--- config.mk ---
export PLATFORM = sky130hd
export DESIGN_NAME = round_sequencer
export DESIGN_NICKNAME = d
export VERILOG_FILES = /design/src/rtl/round_sequencer.sv
export SDC_FILE = /design/constraint.sdc
export NUM_CORES = 1
export LEC_CHECK = 0
export ABC_AREA = 1
export BUFFER_PORTS_ARGS = -buffer_cell sky130_fd_sc_hd__buf_2
export CORE_UTILIZATION = 65
export CTS_CLUSTER_SIZE = 12
export DETAILED_ROUTE_END_ITERATION = 10
export MAX_ROUTING_LAYER = met4
export PLACE_DENSITY_LB_ADDON = 0.3
export SYNTH_ARGS = -nofsm -noshare
export SYNTH_HDL_FRONTEND = slang
export SYNTH_SLANG_ARGS = --single-unit
--- constraint.sdc ---
create_clock -name clk -period 3.95 [get_ports clk]
set_input_delay 0.5925 -clock clk [delete_from_list [all_inputs] [get_ports clk]]
set_output_delay 0.5925 -clock clk [all_outputs]
set_load 0.1 [all_outputs]
--- src/rtl/round_sequencer.sv ---
// round_sequencer: round and game sequencing for a two-player reaction game.
// A free-running tick divider paces every state timer. Each round runs a
// 3-2-1 countdown, then a pseudo-random armed delay taken from an LFSR, then a
// GO window that is closed by the score tracker or by a timeout. Round wins
// are counted per player, and the game ends when a player reaches WIN_SCORE.
//
// State table
//   state       | meaning
//   ------------+----------------------------------------------------------
//   S_IDLE      | waiting for start; scores hold
//   S_COUNTDOWN | showing digits 3, 2, 1, CD_TICKS ticks each
//   S_ARMED     | random wait before GO; round_over here is a false start
//   S_GO        | players may react; bounded by TIMEOUT_TICKS
//   S_RESULT    | round decided; hold RESULT_TICKS, then check for game end
//   S_GAME_OVER | winner latched; start begins a fresh game
//
// All tick-count parameters are expected to fit in 16 bits.

module round_sequencer #(
  parameter int unsigned TICK_DIV      = 100000,
  parameter int unsigned CD_TICKS      = 1000,
  parameter int unsigned MIN_DELAY     = 1000,
  parameter logic [15:0] DELAY_MASK    = 16'h0FFF,
  parameter int unsigned TIMEOUT_TICKS = 3000,
  parameter int unsigned RESULT_TICKS  = 2000,
  parameter int unsigned WIN_SCORE     = 5
) (
  input  logic       clk,
  input  logic       rst_n,
  input  logic       start,
  input  logic       round_over,
  input  logic [1:0] winner,
  input  logic       jump_start,
  output logic       countdown_in_action,
  output logic [1:0] countdown_digit,
  output logic       round_in_action,
  output logic       delay_done,
  output logic [6:0] p1_wins,
  output logic [6:0] p2_wins,
  output logic       game_over,
  output logic [1:0] game_winner
);

  typedef enum logic [2:0] {
    S_IDLE,
    S_COUNTDOWN,
    S_ARMED,
    S_GO,
    S_RESULT,
    S_GAME_OVER
  } state_t;

  localparam int unsigned   TCW       = (TICK_DIV > 1) ? $clog2(TICK_DIV) : 1;
  localparam logic [TCW-1:0] TICK_LAST = TCW'(TICK_DIV - 1);
  localparam logic [16:0]   CD_LIM    = 17'(CD_TICKS);
  localparam logic [16:0]   TO_LIM    = 17'(TIMEOUT_TICKS);
  localparam logic [16:0]   RES_LIM   = 17'(RESULT_TICKS);
  localparam logic [6:0]    WIN_CNT   = 7'(WIN_SCORE);
  localparam logic [6:0]    WIN_MAX   = 7'd99;
  localparam logic [15:0]   LFSR_SEED = 16'hACE1;

  state_t         state;
  logic [TCW-1:0] tick_cnt;
  logic           tick;
  logic [15:0]    lfsr;
  logic           lfsr_fb;
  logic [15:0]    tmr;
  logic [16:0]    tmr_inc;
  logic [15:0]    delay_target;
  logic [31:0]    delay_sum;
  logic [15:0]    delay_load;
  logic           cd_exp;
  logic           arm_exp;
  logic           to_exp;
  logic           res_exp;
  logic           credit_p1;
  logic           credit_p2;
  logic           jump_start_unused;

  // The tracker already reports the non-jumping player as winner, so the
  // false-start flag carries no extra information for sequencing.
  assign jump_start_unused = jump_start;

  assign tick = (tick_cnt == TICK_LAST);

  // Timers count elapsed ticks since state entry; expiry is judged on the
  // tick that would bring the count up to the limit.
  assign tmr_inc = {1'b0, tmr} + 17'd1;
  assign cd_exp  = tick && (tmr_inc >= CD_LIM);
  assign arm_exp = tick && (tmr_inc >= {1'b0, delay_target});
  assign to_exp  = tick && (tmr_inc >= TO_LIM);
  assign res_exp = tick && (tmr_inc >= RES_LIM);

  // Right-shifting Fibonacci form of x^16+x^14+x^13+x^11+1.
  assign lfsr_fb = lfsr[0] ^ lfsr[2] ^ lfsr[3] ^ lfsr[5];

  assign delay_sum  = 32'(MIN_DELAY) + {16'd0, lfsr & DELAY_MASK};
  assign delay_load = (delay_sum > 32'h0000_FFFF) ? 16'hFFFF : delay_sum[15:0];

  // Winner codes 00 and 11 credit nobody; counters stop at 99.
  assign credit_p1 = (winner == 2'b01) && (p1_wins != WIN_MAX);
  assign credit_p2 = (winner == 2'b10) && (p2_wins != WIN_MAX);

  // Free-running tick divider, one-cycle tick on wrap.
  always_ff @(posedge clk or negedge rst_n) begin
    if (!rst_n) begin
      tick_cnt <= '0;
    end else if (tick) begin
      tick_cnt <= '0;
    end else begin
      tick_cnt <= tick_cnt + 1'b1;
    end
  end

  // Random source for the armed delay, advancing every clock in every state.
  always_ff @(posedge clk or negedge rst_n) begin
    if (!rst_n) begin
      lfsr <= LFSR_SEED;
    end else begin
      lfsr <= {lfsr_fb, lfsr[15:1]};
    end
  end

  // Sequencing FSM: state, state timer, delay target, scores and registered outputs.
  always_ff @(posedge clk or negedge rst_n) begin
    if (!rst_n) begin
      state               <= S_IDLE;
      tmr                 <= '0;
      delay_target        <= '0;
      countdown_in_action <= 1'b0;
      countdown_digit     <= 2'd0;
      round_in_action     <= 1'b0;
      delay_done          <= 1'b0;
      p1_wins             <= '0;
      p2_wins             <= '0;
      game_over           <= 1'b0;
      game_winner         <= 2'b00;
    end else begin
      if (tick) begin
        tmr <= tmr + 16'd1;
      end
      case (state)
        S_IDLE: begin
          if (start) begin
            state               <= S_COUNTDOWN;
            tmr                 <= '0;
            countdown_in_action <= 1'b1;
            countdown_digit     <= 2'd3;
          end
        end

        S_COUNTDOWN: begin
          if (cd_exp) begin
            tmr <= '0;
            if (countdown_digit == 2'd1) begin
              state               <= S_ARMED;
              delay_target        <= delay_load;
              countdown_in_action <= 1'b0;
              countdown_digit     <= 2'd0;
              round_in_action     <= 1'b1;
            end else begin
              countdown_digit <= countdown_digit - 2'd1;
            end
          end
        end

        S_ARMED: begin
          // A decision before GO is a false start and still scores.
          if (round_over) begin
            state           <= S_RESULT;
            tmr             <= '0;
            round_in_action <= 1'b0;
            delay_done      <= 1'b0;
            if (credit_p1) p1_wins <= p1_wins + 7'd1;
            if (credit_p2) p2_wins <= p2_wins + 7'd1;
          end else if (arm_exp) begin
            state      <= S_GO;
            tmr        <= '0;
            delay_done <= 1'b1;
          end
        end

        S_GO: begin
          // round_over is tested first so a decision landing on the timeout
          // tick is still credited.
          if (round_over) begin
            state           <= S_RESULT;
            tmr             <= '0;
            round_in_action <= 1'b0;
            delay_done      <= 1'b0;
            if (credit_p1) p1_wins <= p1_wins + 7'd1;
            if (credit_p2) p2_wins <= p2_wins + 7'd1;
          end else if (to_exp) begin
            state           <= S_RESULT;
            tmr             <= '0;
            round_in_action <= 1'b0;
            delay_done      <= 1'b0;
          end
        end

        S_RESULT: begin
          if (res_exp) begin
            tmr <= '0;
            if (p1_wins == WIN_CNT) begin
              state       <= S_GAME_OVER;
              game_over   <= 1'b1;
              game_winner <= 2'b01;
            end else if (p2_wins == WIN_CNT) begin
              state       <= S_GAME_OVER;
              game_over   <= 1'b1;
              game_winner <= 2'b10;
            end else begin
              state <= S_IDLE;
            end
          end
        end

        S_GAME_OVER: begin
          if (start) begin
            state               <= S_COUNTDOWN;
            tmr                 <= '0;
            p1_wins             <= '0;
            p2_wins             <= '0;
            game_over           <= 1'b0;
            game_winner         <= 2'b00;
            countdown_in_action <= 1'b1;
            countdown_digit     <= 2'd3;
          end
        end

        default: begin
          state <= S_IDLE;
        end
      endcase
    end
  end

endmodule

==> impl_metrics.json <==
{
  "die_h_microns": 90.9,
  "grt_pass1_vias": 4235,
  "cts_tree": "built",
  "leakage_nw": 2.99,
  "cp_common_cell": "nand2_1",
  "worst_slack_ns": 0.692,
  "cts_buffers": 9,
  "cp_num_buf_inv": 0,
  "dp_cells": 785,
  "slew_violations": 0,
  "layout.cells.non_filler": 801,
  "nets": 721,
  "power_density_nw_per_um2": 593,
  "clock.fmax_ghz": 0.307,
  "timing.final.crit_share_pct": 82.5,
  "cts_hold_buf": 0,
  "worstSkewPairLatency_ns": 0.37,
  "syn_inst": 659,
  "async_flop_share_pct": 100,
  "crit_slowest_cell": "dfrtp_1",
  "final_antenna_net_count": 0,
  "dp_slack_ns": 0.724,
  "path_cells": "ha_1 > nand2_1 > nor2_2 > nand2_1 > nand2_1 > nand2_2 > ha_1 > nand2_1 > nor2_1 > nand3b_1 > nand3_1 > nand2_1 > nand2_1 > nand2_1 > nand2_1 > nand2_1 > nand3_1 > nand2_1 > nand2_2 > nand3_4 > and2_1",
  "fp.dieW_microns": 90.9,
  "status": "completed",
  "crit_start": "tmr[0]$_DFF_PN0_",
  "hp-class": "in -> async",
  "post-cts-setup-buffers": 0,
  "firstDrtPassIters": 6,
  "use_met3_pct": 3.96,
  "fp-row-count": 32,
  "period_minus_slack_ns": 3.26,
  "path_clk_slew_ns": 0.09,
  "cts_root_buffer": "clkbuf_8",
  "groute.usage.overall_pct": 29.3,
  "reg2reg_slack_ns": 0.69,
  "cts_buffer_depth": 2,
  "synth-edff-count": 0,
  "synth_area_sq_um": 5140,
  "start_util_pct": 66.9,
  "wl_per_cell_microns": 13.3,
  "finalWeightedCongestion": 0.841,
  "yosysWarningCount": 0,
  "dieArea_sq_um": 8270,
  "rsz0062_at_grt": "false",
  "post-route-util_pct": 72.6,
  "drive_gt1_share_pct": 16.5,
  "setup-violations-final": 0,
  "dp_hpwl_microns": 7850,
  "start_kind": "flip-flop",
  "n_antenna_cell": 0,
  "synth_area_per_cell_sq_um": 7.80,
  "cts_resized": 0,
  "synth_flop_cell": "dfrtp_1",
  "use_met2_pct": 46.6,
  "rr_worst_depth": 21,
  "tightestPinTransition_ns": 0.759,
  "worstPathMaxFanout": 16,
  "timing.slew.headroom_pct": 49.4,
  "sequentialPowerShare_pct": 34.0,
  "cts_sinks": 87,
  "fill_cells": 579,
  "worstSetupEndpointType": "flip-flop",
  "switching_power_mw": 1.70,
  "grt_util_met1_pct": 37.4,
  "antenna_found_initial": 0,
  "slowest_delay_ns": 0.49,
  "vias": 4319,
  "htree_levels": 3,
  "cap_violations": 0,
  "r2r-start": "tmr[0]$_DFF_PN0_",
  "drt_iter0_markers": 248,
  "p_clk_share_pct": 19.5,
  "critPathTopFamily": "simple AND/OR/NAND/NOR gates",
  "vias_per_cell": 5.39,
  "ys_types": 42,
  "grt_overflow": 0,
  "peakVddDrop_v": 0.000975,
  "p_sw_share_pct": 51.4,
  "r2r_end": "tmr[14]$_DFF_PN0_",
  "grt_pass1_wl_microns": 18800,
  "grt_busiest_layer": "met2",
  "synth_seq_area_share_pct": 42.6,
  "crit_type": "reg -> reg",
  "ys_seq_elements": 87,
  "worstPathArrival_ns": 3.52,
  "internal_power_mw": 1.61,
  "synth_nets": 686,
  "grt_max_degree": 65,
  "skew_ns": 0.0155,
  "core_area_sq_um": 7690,
  "finalSetupTns_ns": 0,
  "finalHoldViolations": 0,
  "portBuffers": 27,
  "ioPinCount": 29,
  "syn2layout_area_growth_pct": 8.59,
  "worstPathRequired_ns": 4.21,
  "drt_wl_total_microns": 10700,
  "drc": 0,
  "power_frac_comb_pct": 46.5
}
-- flip-flops by register name (all words and copies together), names as in the netlist, 2 cells and up --
name	cells
countdown_digit	2
game_winner	2
tmr	16
state	3
p2_wins	7
tick_cnt	17
delay_target	13
p1_wins	7
lfsr	16
-- how the worst max path moves through the flow --
stage	to	slack [ns]	depth (start not counted)
3_5_place_dp	tmr[14]$_DFF_PN0_	0.72	21
4_1_cts	tmr[14]$_DFF_PN0_	0.70	21
6_report	tmr[14]$_DFF_PN0_	0.69	21
5_1_grt	tmr[15]$_DFF_PN0_	0.33	21
3_3_place_gp	tmr[14]$_DFF_PN0_	0.88	21
2_1_floorplan	tmr[10]$_DFF_PN0_	1.33	23
-- cell usage in the layout, fill, tap and decap left out, types with 2 or more instances in the layout --
cell	count
nor2_2	4
nor2_8	2
buf_2	26
ha_1	20
o22ai_1	3
nand2_1	164
a21oi_2	3
and2_1	3
nand4_1	16
clkinv_2	2
inv_2	14
a211oi_1	3
nand3b_1	2
nand2_2	19
nand2_4	6
mux2_1	4
a21oi_1	23
nor3_1	11
dfstp_2	8
o21ai_0	40
xnor2_1	7
inv_1	100
buf_4	3
dfrtp_1	79
nor4_1	3
xor2_1	9
nand3_1	33
nand3_2	4
nor2_1	54
nor2_4	5
nor3b_1	3
o21ai_1	2
clkbuf_8	10
-- per-layer routing --
layer	wire, microns	vias to the layer above
met1	5000	2015
met3	395	29
met2	4940	106
li1	-	2169
met5	0	-
met4	316	0
-- synth_stat cells (2+ instances only) --
cell / number / share of area, %
mux2_1: 4 / 0.88
dfstp_2: 8 / 4.1
nand2_4: 6 / 1.3
nand2_2: 19 / 2.3
o22ai_1: 3 / 0.37
o21ai_0: 40 / 3.9
nand3b_1: 2 / 0.29
clkbuf_1: 3 / 0.22
o21ai_1: 2 / 0.19
a21oi_1: 23 / 2.2
nor3b_1: 3 / 0.44
nor2_2: 4 / 0.49
xnor2_1: 7 / 1.2
nor3_1: 11 / 1.1
nor2_1: 54 / 3.9
nand2_1: 164 / 12
dfrtp_1: 79 / 38
nor2_4: 5 / 1.1
nor4_1: 3 / 0.37
inv_2: 14 / 1.0
nand3_1: 33 / 3.2
ha_1: 20 / 4.9
a211oi_1: 3 / 0.44
xor2_1: 9 / 1.5
a21oi_2: 3 / 0.51
and2_1: 3 / 0.37
nand4_1: 16 / 1.9
nand3_2: 4 / 0.78
nor2_8: 2 / 0.78
inv_1: 100 / 7.3
-- through the flow --
| stage | total power [mW] | hold slack [ns] | area [sq um] |
|---|---|---|---|
| after floorplan | 2.43 | 0.297 | 5140 |
| after CTS | 3.31 | 0.312 | 5580 |
| after global routing | 3.46 | 0.363 | 5580 |
| final | 3.31 | 0.271 | 5580 |
| after detailed placement | 2.67 | 0.345 | 5380 |
| after global placement | 2.63 | 0.350 | 5380 |
-- power groups by stage --
stage / clock network (mW) / registers, mW / logic, mW
2_1_floorplan: 0 / 1.85 / 0.573
3_3_place_gp: 0 / 1.13 / 1.49
3_5_place_dp: 0 / 1.14 / 1.53
4_1_cts: 0.650 / 1.12 / 1.54
5_1_grt: 0.675 / 1.14 / 1.64
6_report: 0.645 / 1.13 / 1.54
-- logic make-up after synthesis --
kind of cell,count (synthesis),synth area share (%)
AND/OR/NAND/NOR,332,31.1
XOR/XNOR,16,2.73
flip-flops,87,42.6
adder cells (fa/ha/maj),20,4.87
AO/OA/AOI/OAI,80,8.59
buffers and inverters,119,9.03
multiplexers,5,1.10
-- worst reg2reg max path, delay by kind of cell, from the launching register on --
kind	cells	cell delay [ns]
flops	1	0.49
fa+ha+maj	2	0.58
simple gates	19	2.09
-- cell type report --
class                   instances  area (sq um)  share of cell area [%]
flip-flops and latches         87          2190                    39.2
multi-input cells             453          2490                    44.6
inverters                     114           428                    7.67
well taps                     102           128                    2.29
clock inverters                 5          56.3                    1.01
clock buffers                  11           141                    2.53
repair buffers                 29           153                    2.73
Note: power is estimated with default switching activity, not from simulation.
